File: src/rtl/clock_pkg.sv
// Purpose: shared constants, time payload struct and FSM state type for the
// seconds-clock path (sec_clk, hms_time_counter, display stage).
// Contents:
//   SEC_MAX, MIN_MAX : last seconds / minutes values before carry
//   HH_W, MS_W       : hour and minute/second field widths
//   hms_t            : packed hh:mm:ss time payload
//   state_e          : load handshake FSM state {RUN, LOAD}
package clock_pkg;

  localparam int unsigned SEC_MAX = 59;
  localparam int unsigned MIN_MAX = 59;
  localparam int unsigned HH_W    = 5;
  localparam int unsigned MS_W    = 6;

  typedef struct packed {
    logic [HH_W-1:0] hh;
    logic [MS_W-1:0] mm;
    logic [MS_W-1:0] ss;
  } hms_t;

  typedef enum logic {
    RUN  = 1'b0,
    LOAD = 1'b1
  } state_e;

endpackage

File: src/rtl/sec_edge_sync.sv
// Purpose: bring the 1 Hz seconds square wave into the clk_in domain and
// flag each rising edge as a single-cycle tick.
// Parameters:
//   SYNC_STAGES : synchroniser depth, legal values 2..3
// Ports:
//   clk_in     in  system clock, rising edge
//   rst        in  synchronous active-low reset
//   sec_clk_in in  asynchronous 1 Hz level
//   tick       out one-cycle strobe on each synchronised rising edge
module sec_edge_sync #(
  parameter int unsigned SYNC_STAGES = 2
) (
  input  logic clk_in,
  input  logic rst,
  input  logic sec_clk_in,
  output logic tick
);

  logic [SYNC_STAGES-1:0] sync_q;
  logic [SYNC_STAGES-1:0] sync_d;
  logic                   dly_q;

  // Shift the raw level in at bit 0; the top bit is the synchronised level.
  always_comb begin
    sync_d = {sync_q[SYNC_STAGES-2:0], sec_clk_in};
  end

  always_ff @(posedge clk_in) begin
    if (!rst) begin
      sync_q <= '0;
      dly_q  <= 1'b0;
    end else begin
      sync_q <= sync_d;
      dly_q  <= sync_q[SYNC_STAGES-1];
    end
  end

  // Rising edge only: high level and falling edge produce nothing.
  assign tick = sync_q[SYNC_STAGES-1] & ~dly_q;

endmodule

File: src/rtl/hms_time_counter.sv
// Purpose: hh:mm:ss time-of-day counter advanced by the synchronised 1 Hz
// seconds edge, with a validated load handshake for setting the time.
// Optional feature: define CLOCK_ALARM_EN to add the alarm compare.
// Parameters:
//   SYNC_STAGES : seconds-input synchroniser depth (2..3)
//   HOUR_MAX    : last hour before the day wraps (23 -> 24 h, 11 -> 0..11)
// Ports:
//   clk_in, rst            : 65536 Hz clock, synchronous active-low reset
//   sec_clk_in             : asynchronous 1 Hz square wave
//   run                    : 1 = count, 0 = hold (ticks dropped)
//   set_valid/set_hh/mm/ss : load request and time to load
//   set_ready, set_err     : handshake ready, one-cycle range-error pulse
//   hh, mm, ss             : current time, binary
//   sec_pulse, day_wrap    : one-cycle increment / end-of-day pulses
//   alarm_arm/hh/mm, alarm_fire : alarm compare (CLOCK_ALARM_EN only)
module hms_time_counter
  import clock_pkg::*;
#(
  parameter int unsigned SYNC_STAGES = 2,
  parameter int unsigned HOUR_MAX    = 23
) (
  input  logic            clk_in,
  input  logic            rst,
  input  logic            sec_clk_in,
  input  logic            run,
  input  logic            set_valid,
  input  logic [HH_W-1:0] set_hh,
  input  logic [MS_W-1:0] set_mm,
  input  logic [MS_W-1:0] set_ss,
`ifdef CLOCK_ALARM_EN
  input  logic            alarm_arm,
  input  logic [HH_W-1:0] alarm_hh,
  input  logic [MS_W-1:0] alarm_mm,
  output logic            alarm_fire,
`endif
  output logic            set_ready,
  output logic            set_err,
  output logic [HH_W-1:0] hh,
  output logic [MS_W-1:0] mm,
  output logic [MS_W-1:0] ss,
  output logic            sec_pulse,
  output logic            day_wrap
);

  logic   tick;
  logic   load_acc;
  logic   load_ok;
  logic   inc;

  state_e state_q, state_d;
  hms_t   now_q, now_d;
  logic   set_ready_q, set_ready_d;
  logic   set_err_q, set_err_d;
  logic   sec_pulse_q, sec_pulse_d;
  logic   day_wrap_q, day_wrap_d;
`ifdef CLOCK_ALARM_EN
  logic   alarm_fire_q, alarm_fire_d;
`endif

  sec_edge_sync #(
    .SYNC_STAGES(SYNC_STAGES)
  ) u_sec_edge_sync (
    .clk_in    (clk_in),
    .rst       (rst),
    .sec_clk_in(sec_clk_in),
    .tick      (tick)
  );

  // Handshake FSM, load check and time increment.
  always_comb begin
    state_d     = state_q;
    now_d       = now_q;
    set_err_d   = 1'b0;
    sec_pulse_d = 1'b0;
    day_wrap_d  = 1'b0;
`ifdef CLOCK_ALARM_EN
    alarm_fire_d = 1'b0;
`endif

    load_acc = set_valid & set_ready_q;
    load_ok  = (set_hh <= HH_W'(HOUR_MAX)) && (set_mm <= MS_W'(MIN_MAX)) &&
               (set_ss <= MS_W'(SEC_MAX));
    // An accepted load swallows a coincident tick.
    inc      = tick & run & ~load_acc;

    unique case (state_q)
      RUN:  if (load_acc) state_d = LOAD;
      LOAD: state_d = RUN;
    endcase
    set_ready_d = (state_d == RUN);

    if (load_acc) begin
      if (load_ok) now_d = '{hh: set_hh, mm: set_mm, ss: set_ss};
      else         set_err_d = 1'b1;
    end else if (inc) begin
      sec_pulse_d = 1'b1;
      if (now_q.ss == MS_W'(SEC_MAX)) begin
        now_d.ss = '0;
        if (now_q.mm == MS_W'(MIN_MAX)) begin
          now_d.mm = '0;
          if (now_q.hh == HH_W'(HOUR_MAX)) begin
            now_d.hh   = '0;
            day_wrap_d = 1'b1;
          end else begin
            now_d.hh = now_q.hh + HH_W'(1);
          end
        end else begin
          now_d.mm = now_q.mm + MS_W'(1);
        end
      end else begin
        now_d.ss = now_q.ss + MS_W'(1);
      end
    end

`ifdef CLOCK_ALARM_EN
    // Only an increment can fire; loading onto the alarm time is silent.
    alarm_fire_d = inc & alarm_arm & (now_d.hh == alarm_hh) &
                   (now_d.mm == alarm_mm) & (now_d.ss == '0);
`endif
  end

  always_ff @(posedge clk_in) begin
    if (!rst) begin
      state_q     <= RUN;
      now_q       <= '0;
      set_ready_q <= 1'b0;
      set_err_q   <= 1'b0;
      sec_pulse_q <= 1'b0;
      day_wrap_q  <= 1'b0;
`ifdef CLOCK_ALARM_EN
      alarm_fire_q <= 1'b0;
`endif
    end else begin
      state_q     <= state_d;
      now_q       <= now_d;
      set_ready_q <= set_ready_d;
      set_err_q   <= set_err_d;
      sec_pulse_q <= sec_pulse_d;
      day_wrap_q  <= day_wrap_d;
`ifdef CLOCK_ALARM_EN
      alarm_fire_q <= alarm_fire_d;
`endif
    end
  end

  assign set_ready = set_ready_q;
  assign set_err   = set_err_q;
  assign hh        = now_q.hh;
  assign mm        = now_q.mm;
  assign ss        = now_q.ss;
  assign sec_pulse = sec_pulse_q;
  assign day_wrap  = day_wrap_q;
`ifdef CLOCK_ALARM_EN
  assign alarm_fire = alarm_fire_q;
`endif

endmodule

File: config.mk
export PLATFORM = sky130hd
export DESIGN_NAME = hms_time_counter
export DESIGN_NICKNAME = d
export VERILOG_FILES = /design/src/rtl/clock_pkg.sv /design/src/rtl/sec_edge_sync.sv /design/src/rtl/hms_time_counter.sv
export SDC_FILE = /design/constraint.sdc
export NUM_CORES = 1
export LEC_CHECK = 0
export ABC_AREA = 1
export CELL_PAD_IN_SITES_DETAIL_PLACEMENT = 1
export CELL_PAD_IN_SITES_GLOBAL_PLACEMENT = 1
export CORE_UTILIZATION = 35
export DETAILED_ROUTE_END_ITERATION = 10
export GPL_TIMING_DRIVEN = 1
export PLACE_DENSITY = 0.86
export SYNTH_ARGS = -nofsm -noshare
export SYNTH_HDL_FRONTEND = slang
export SYNTH_SLANG_ARGS = --single-unit
File: constraint.sdc
create_clock -name clk_in -period 3.2 [get_ports clk_in]
set_input_delay 0.64 -clock clk_in [delete_from_list [all_inputs] [get_ports clk_in]]
set_output_delay 0.64 -clock clk_in [all_outputs]
set_load 0.01 [all_outputs]
**After elaboration in Yosys (flattened, before gate mapping)**

Index checks and enable logic that the tools add are counted.
Widths: inputs -> output; s select.

- Output and inout port bits: 21
- Logic and storage cells: 56
- Memories: 0
- Register bits after elaboration: 25
- Memory bits (writable): 0
- Bits of input ports: 22
- Bits in latches: 0
- Memory bits (read-only): 0

- $add $sub $neg: 3
- Equal/unequal tests: 4
- Magnitude comparators: 3
- Multipliers: 0
- Reduce and logical (&&, ||, !) cells: 11
- Divide/modulo/power cells: 0
- Shift-type cells: 0
- Bitwise operators: 12
- Mux-type cells: 13

Operators with widths:

| kind | number |
|---|---|
| $mux 17 | 3 |
| $add 6x1->6 const B | 2 |
| $eq 6x6->1 const B | 2 |
| $le 6x6->1 const B | 2 |
| $mux 6 | 2 |
| $mux 11 | 1 |
| $mux 5 | 2 |
| $not 1->1 | 8 |
| $reduce_bool 2->1 | 3 |
| $add 5x1->5 const B | 1 |
| $eq 5x5->1 const B | 1 |
| $le 5x5->1 const B | 1 |
| $reduce_or 5->1 | 1 |
| $and 1x1->1 | 4 |
| $mux 1 | 4 |
| $reduce_and 2->1 | 2 |
| $reduce_and 4->1 | 1 |
| $reduce_and 3->1 | 1 |
| $logic_and 1x1->1 | 2 |
| $ne 2x1->1 const B | 1 |
| $pmux 1 s2 | 1 |
| $reduce_or 2->1 | 1 |

**Logic depth before layout (Yosys ltp)**

- Word-level depth: 6
- Gate-level depth with buffers: 10
- Mapped depth without buffers: 10

**Modules after synthesis**

A second synthesis with hierarchy kept.

- Cells, all modules: 213
- Area, all modules: 1392.6 sq um

By module, submodules not included:

| module | area each (sq um) | cells each | seq. area each (sq um) | instances |
|---|---|---|---|---|
| hms_time_counter | 1300.0 | 202 | 440.4 | 1 |
| sec_edge_sync | 92.6 | 11 | 60.1 | 1 |

**Worst setup path before layout**

Ideal clock, no wire load.

- Kind: input-to-reg
- Start: input port set_valid
- End: register now_q (netlist bit ss[5])
- Path slack: 1772 ps
- Path buffers: 1
- Arrival time: 1311 ps
- Setup time: 117 ps
- Cell stages on the path: 7
- Data required time: 3083 ps
- Path through: nand2_4 -> nand3_1 -> nand2_1 -> buf_4 -> nand2_1 -> a21oi_1 -> nor2_1

- Word-level cells in the longest chain between the ends: 5
- Elaborated cells between the ends (all ways): 7
- Those cells by class: 1 x eq/ne; 1 x mux; 3 x bitwise; 2 x reduce/logical

RTL lines:

| what | RTL line | RTL |
|---|---|---|
| from (decl) | hms_time_counter.sv:26 | `input logic set_valid,` |
| $and 1x1->1 * | hms_time_counter.sv:80 | `load_acc = set_valid & set_ready_q;` |
| $not 1->1 | hms_time_counter.sv:84 | `inc = tick & run & ~load_acc;` |
| $and 1x1->1 | hms_time_counter.sv:84 |  |
| $reduce_bool 2->1 (no line) | -- |  |
| $reduce_and 2->1 (no line) | -- |  |
| to (signal assigned) | hms_time_counter.sv:135 | `now_q <= now_d;` |
| to (decl) | hms_time_counter.sv:51 | `hms_t now_q, now_d;` |

Every way passes the cells marked *; elsewhere a longest branch is shown, timed or not.
A chain may end at the register's enable or synchronous reset.

**Worst setup path after layout**

- Start: input port set_valid
- End: register now_q (netlist bit mm[4])

- Word-level cells in the longest chain between the ends: 5
- Elaborated cells between the ends (all ways): 8
- Those cells by class: 1 x eq/ne; 1 x mux; 3 x bitwise; 3 x reduce/logical

RTL lines:

| what | RTL line |
|---|---|
| $and 1x1->1 * | hms_time_counter.sv:80 |
| $not 1->1 | hms_time_counter.sv:84 |
| $and 1x1->1 | hms_time_counter.sv:84 |
| $reduce_bool 2->1 (no line) | -- |
| $reduce_and 3->1 (no line) | -- |

Marked as above.

==> impl_results.md <==
* Cell area after layout at 0.00197 mm²
* Max Cap Viol at 0
* HPWL after detailed placement at 3.09 mm
* Post-layout min period at 2.13 ns
* Placer Congestion at 0.873
* Capturing element of the worst setup path: mm[4]$_SDFFE_PN0P_
* Count of fill cells added during filler insertion at 552
* Number of nets still failing antenna checks after routing at 0
* Die area at 0.00449 mm²
* Maximum number of pins on one net before global-route repair at 23
* Die Width at 67.0 µm
* Number of cells on the critical path at 9
* Clock tree from TritonCTS: built
* Share of the clock period used by the worst path at 66.6%
* FF-to-FF End: mm[4]$_SDFFE_PN0P_
* Commonest cells after routing, fill and taps aside: sky130_fd_sc_hd__nand2_1, sky130_fd_sc_hd__nor2_1, sky130_fd_sc_hd__clkdlybuf4s50_1
* Htree depth at 1
* Total negative setup slack at 0 ns
* Sink count of the clock tree at 25
* Register-to-Register Path Depth at 8
* Most common library cell in the layout ignoring fill and taps: sky130_fd_sc_hd__nand2_1
* Sort of element at the start of the critical path: input pin
* Diode count at 0
* Post-synthesis average cell area at 6.58 µm²
* Top-Level Pins at 43
* Number of global-route vias before repair at 1543
* Clock buffer count from CTS at 3
* Clock latency on the worst-skew pair at 0.28 ns
* Max frequency at 470 MHz
* Critical Path Most Common Cell: sky130_fd_sc_hd__nand2_1
* Register bit total from synthesis at 25
* Port Buffers at 42
* Detailed-route via count at 1502
* Post-synthesis instance area at 0.00148 mm²
* Worst slew margin relative to its limit at 74.9%
* Fraction of power spent switching nets at 28.3%
* Initial antenna violation count at 0
* Total nets after synthesis at 250
* Die height at 67.0 µm
* Max VDD drop at 0.197 mV
* Unrepaired setup endpoints after global routing: false
* Number of buffers inserted by hold repair at cts at 0
* Vias per std cell at 4.74
* Count of endpoints failing setup in the final report at 0
* Slowest cell delay on critical path at 0.50 ns
* Total instance count after detailed placement at 313
* Initial standard-cell utilization of the core at 36.7%
* Worst path setup slack after routing at 1.07 ns
* Worst reg-to-reg setup slack at 1.56 ns
* Critical path buffer and inverter count at 2
* Proportion of power drawn by the clock network at 29.0%
* Final clock skew at 0.0101 ns
* Post-CTS setup buffers at 0
* Share of the yosys chip area belonging to registers at 33.8%
* Overall routed net length at 3.95 mm
* Yosys synthesis warning count at 0
* Biggest fanout along the worst timing path at 22
* Count of cells resized by post-cts repair at 0
* Root buffer cell: sky130_fd_sc_hd__clkbuf_8
* Non-filler instance count after layout at 317
* Pwr dens at 343 mW/mm²
* Wire length of the first global-routing pass at 6.53 mm
* Internal power of the cells at 0.483 mW
* CORE AREA at 0.00403 mm²
* Count of unresolved DRC violations after routing at 0
* Number of distinct standard cells referenced by the synthesized netlist at 28
* Placement Setup Slack at 0.774 ns
* Relative contribution of combinational cells to total power at 20.4%
* Worst Setup End Kind: flop
* Fin. max-slew vios at 0
* Clock transition at the register clock pins on the worst setup and hold paths after CTS at 0.08 ns
* Total cell area at the placement stage at 0.00192 mm²
* Slew at the pin with the worst max-slew slack at 0.376 ns
* Reg2reg start: set_ready$_SDFF_PN0_
* Fraction of final layout cells sized beyond drive strength 1 at 7.87%
* Slowest stage cell, crit path: sky130_fd_sc_hd__clkdlybuf4s50_1
* Required time of the critical path at 3.41 ns
* Area grow syn2layout at 32.9%
* Global Route Usage Sum at 19.5%
* Relative contribution of sequential cells to total power at 50.6%
* Pre-Repair DR Iteration Count at 4
* Cell class contributing the biggest share of worst-path delay: simple AND/OR/NAND/NOR gates
* Routed wire length per instance at 12.4 µm
* Critical Path Source: set_valid
* Nets at 293
* Worst Hold Class: reg -> reg
* Critical path cell sequence: clkdlybuf4s50_1 -> nand2_4 -> inv_4 -> nand3_1 -> nand2_1 -> nand2_2 -> nand2_1 -> nand2_1 -> nor2_1
* Number of placement rows at 23
* Maximum number of buffers from clock root to sink at 2
* Hold Vio Cnt, Final at 0
* Worst Setup Path Type: in -> reg
* Post-synthesis instance total at 225
* Outcome: finished, final reports clean
* Arrival time of data at the critical path endpoint at 2.34 ns
* Power spent charging and discharging nets at 0.191 mW
* Total global routing overflow at 0
* Number of DRC markers after the initial detailed-route iteration at 95
* Leak Pwr at 0.928 nW
cells by family after synthesis:
| family | share of synthesized area (%) |
|---|---|
| AOI/OAI and AO/OA | 8.37 |
| xor gates and xnor gates | 4.73 |
| and+or+nand+nor | 40.2 |
| adders and majority gates | 2.54 |
| DFF | 33.8 |
| buffers and inverters | 10.4 |
worst register-to-register path: stages (launching register included):
cell and delay (ns):
sky130_fd_sc_hd__dfxtp_1 0.38, sky130_fd_sc_hd__nand2_4 0.12, sky130_fd_sc_hd__inv_4 0.20, sky130_fd_sc_hd__nand3_1 0.10, sky130_fd_sc_hd__nand2_1 0.30, sky130_fd_sc_hd__nand2_2 0.22
sky130_fd_sc_hd__nand2_1 0.11, sky130_fd_sc_hd__nand2_1 0.05, sky130_fd_sc_hd__nor2_1 0.10
worst min-delay path by stage:
stage,end,slack (ns),cells past startpoint,from
after global placement,u_sec_edge_sync.sync_q[1]$_SDFF_PN0_,0.41,2,u_sec_edge_sync.sync_q[0]$_SDFF_PN0_
after CTS,u_sec_edge_sync.sync_q[1]$_SDFF_PN0_,0.42,2,u_sec_edge_sync.sync_q[0]$_SDFF_PN0_
final,u_sec_edge_sync.sync_q[1]$_SDFF_PN0_,0.42,2,u_sec_edge_sync.sync_q[0]$_SDFF_PN0_
after floorplan,u_sec_edge_sync.sync_q[1]$_SDFF_PN0_,0.39,2,u_sec_edge_sync.sync_q[0]$_SDFF_PN0_
after detailed placement,u_sec_edge_sync.sync_q[1]$_SDFF_PN0_,0.40,2,u_sec_edge_sync.sync_q[0]$_SDFF_PN0_
after global routing,u_sec_edge_sync.sync_q[1]$_SDFF_PN0_,0.43,2,u_sec_edge_sync.sync_q[0]$_SDFF_PN0_
layer usage:
| metal | GRT usage [%] | part of all wire (%) |
|---|---|---|
| met2 | 36.0 | 49 |
| met3 | 3.77 | 3.9 |
| met1 | 21.8 | 45 |
| met5 | 0 | 0 |
| met4 | 6.38 | 1.3 |
sequential cells by signal (all words and copies together), names as in the netlist:
| name | count |
|---|---|
| mm | 6 |
| ss | 6 |
| hh | 5 |
| u_sec_edge_sync.sync_q | 2 |
| day_wrap | 1 |
| sec_pulse | 1 |
| set_err | 1 |
| set_ready | 1 |
| state_q | 1 |
| u_sec_edge_sync.dly_q | 1 |
power by group through the flow:
stage	sequential [mW]	combinational (mW)	clock [mW]
2_1_floorplan	0.351	0.0698	0
5_1_grt	0.344	0.154	0.210
6_report	0.342	0.138	0.195
4_1_cts	0.342	0.140	0.201
3_3_place_gp	0.349	0.136	0
3_5_place_dp	0.349	0.138	0
cell usage after synthesis:
library cell	n	share of area [%]
sky130_fd_sc_hd__xor2_1	5	3.0
sky130_fd_sc_hd__clkinv_2	1	0.34
sky130_fd_sc_hd__inv_4	1	0.42
sky130_fd_sc_hd__nor2_4	1	0.76
sky130_fd_sc_hd__dfxtp_1	25	34
sky130_fd_sc_hd__nand4_1	1	0.42
sky130_fd_sc_hd__nor3_1	1	0.34
sky130_fd_sc_hd__inv_1	20	5.1
sky130_fd_sc_hd__nand2_1	70	18
sky130_fd_sc_hd__xnor2_1	3	1.8
sky130_fd_sc_hd__o31ai_1	1	0.51
sky130_fd_sc_hd__o21ai_0	11	3.7
sky130_fd_sc_hd__buf_6	3	2.3
sky130_fd_sc_hd__nor2_1	42	11
sky130_fd_sc_hd__buf_4	2	1.0
sky130_fd_sc_hd__ha_1	3	2.5
sky130_fd_sc_hd__nor4_1	1	0.42
sky130_fd_sc_hd__o21bai_4	1	1.3
sky130_fd_sc_hd__o21ai_1	5	1.7
sky130_fd_sc_hd__nand3b_1	1	0.51
sky130_fd_sc_hd__inv_2	5	1.3
sky130_fd_sc_hd__nand3_4	2	2.4
sky130_fd_sc_hd__a21oi_1	2	0.68
sky130_fd_sc_hd__nand2_4	2	1.5
sky130_fd_sc_hd__o211ai_1	1	0.51
sky130_fd_sc_hd__nor2_2	2	0.85
sky130_fd_sc_hd__nand3_1	11	3.7
sky130_fd_sc_hd__nand2_2	2	0.85
metrics by stage:
step | hold WS (ns) | total power [mW] | util, %
global route | 0.432 | 0.708 | 48.8
CTS | 0.424 | 0.683 | 48.8
global placement | 0.406 | 0.485 | 47.7
floorplan | 0.390 | 0.421 | -
detailed placement | 0.402 | 0.488 | 47.7
finish | 0.418 | 0.675 | 48.8
layout make-up:
type	instances	area, µm²	area share (%)
Multi-Input combinational cell	168	826	42.0
Sequential cell	25	500	25.4
Timing Repair Buffer	43	428	21.8
Inverter	27	105	5.34
Tap cell	50	62.6	3.18
Clock buffer	4	45.0	2.29
Power figures use the tool's default switching activity.
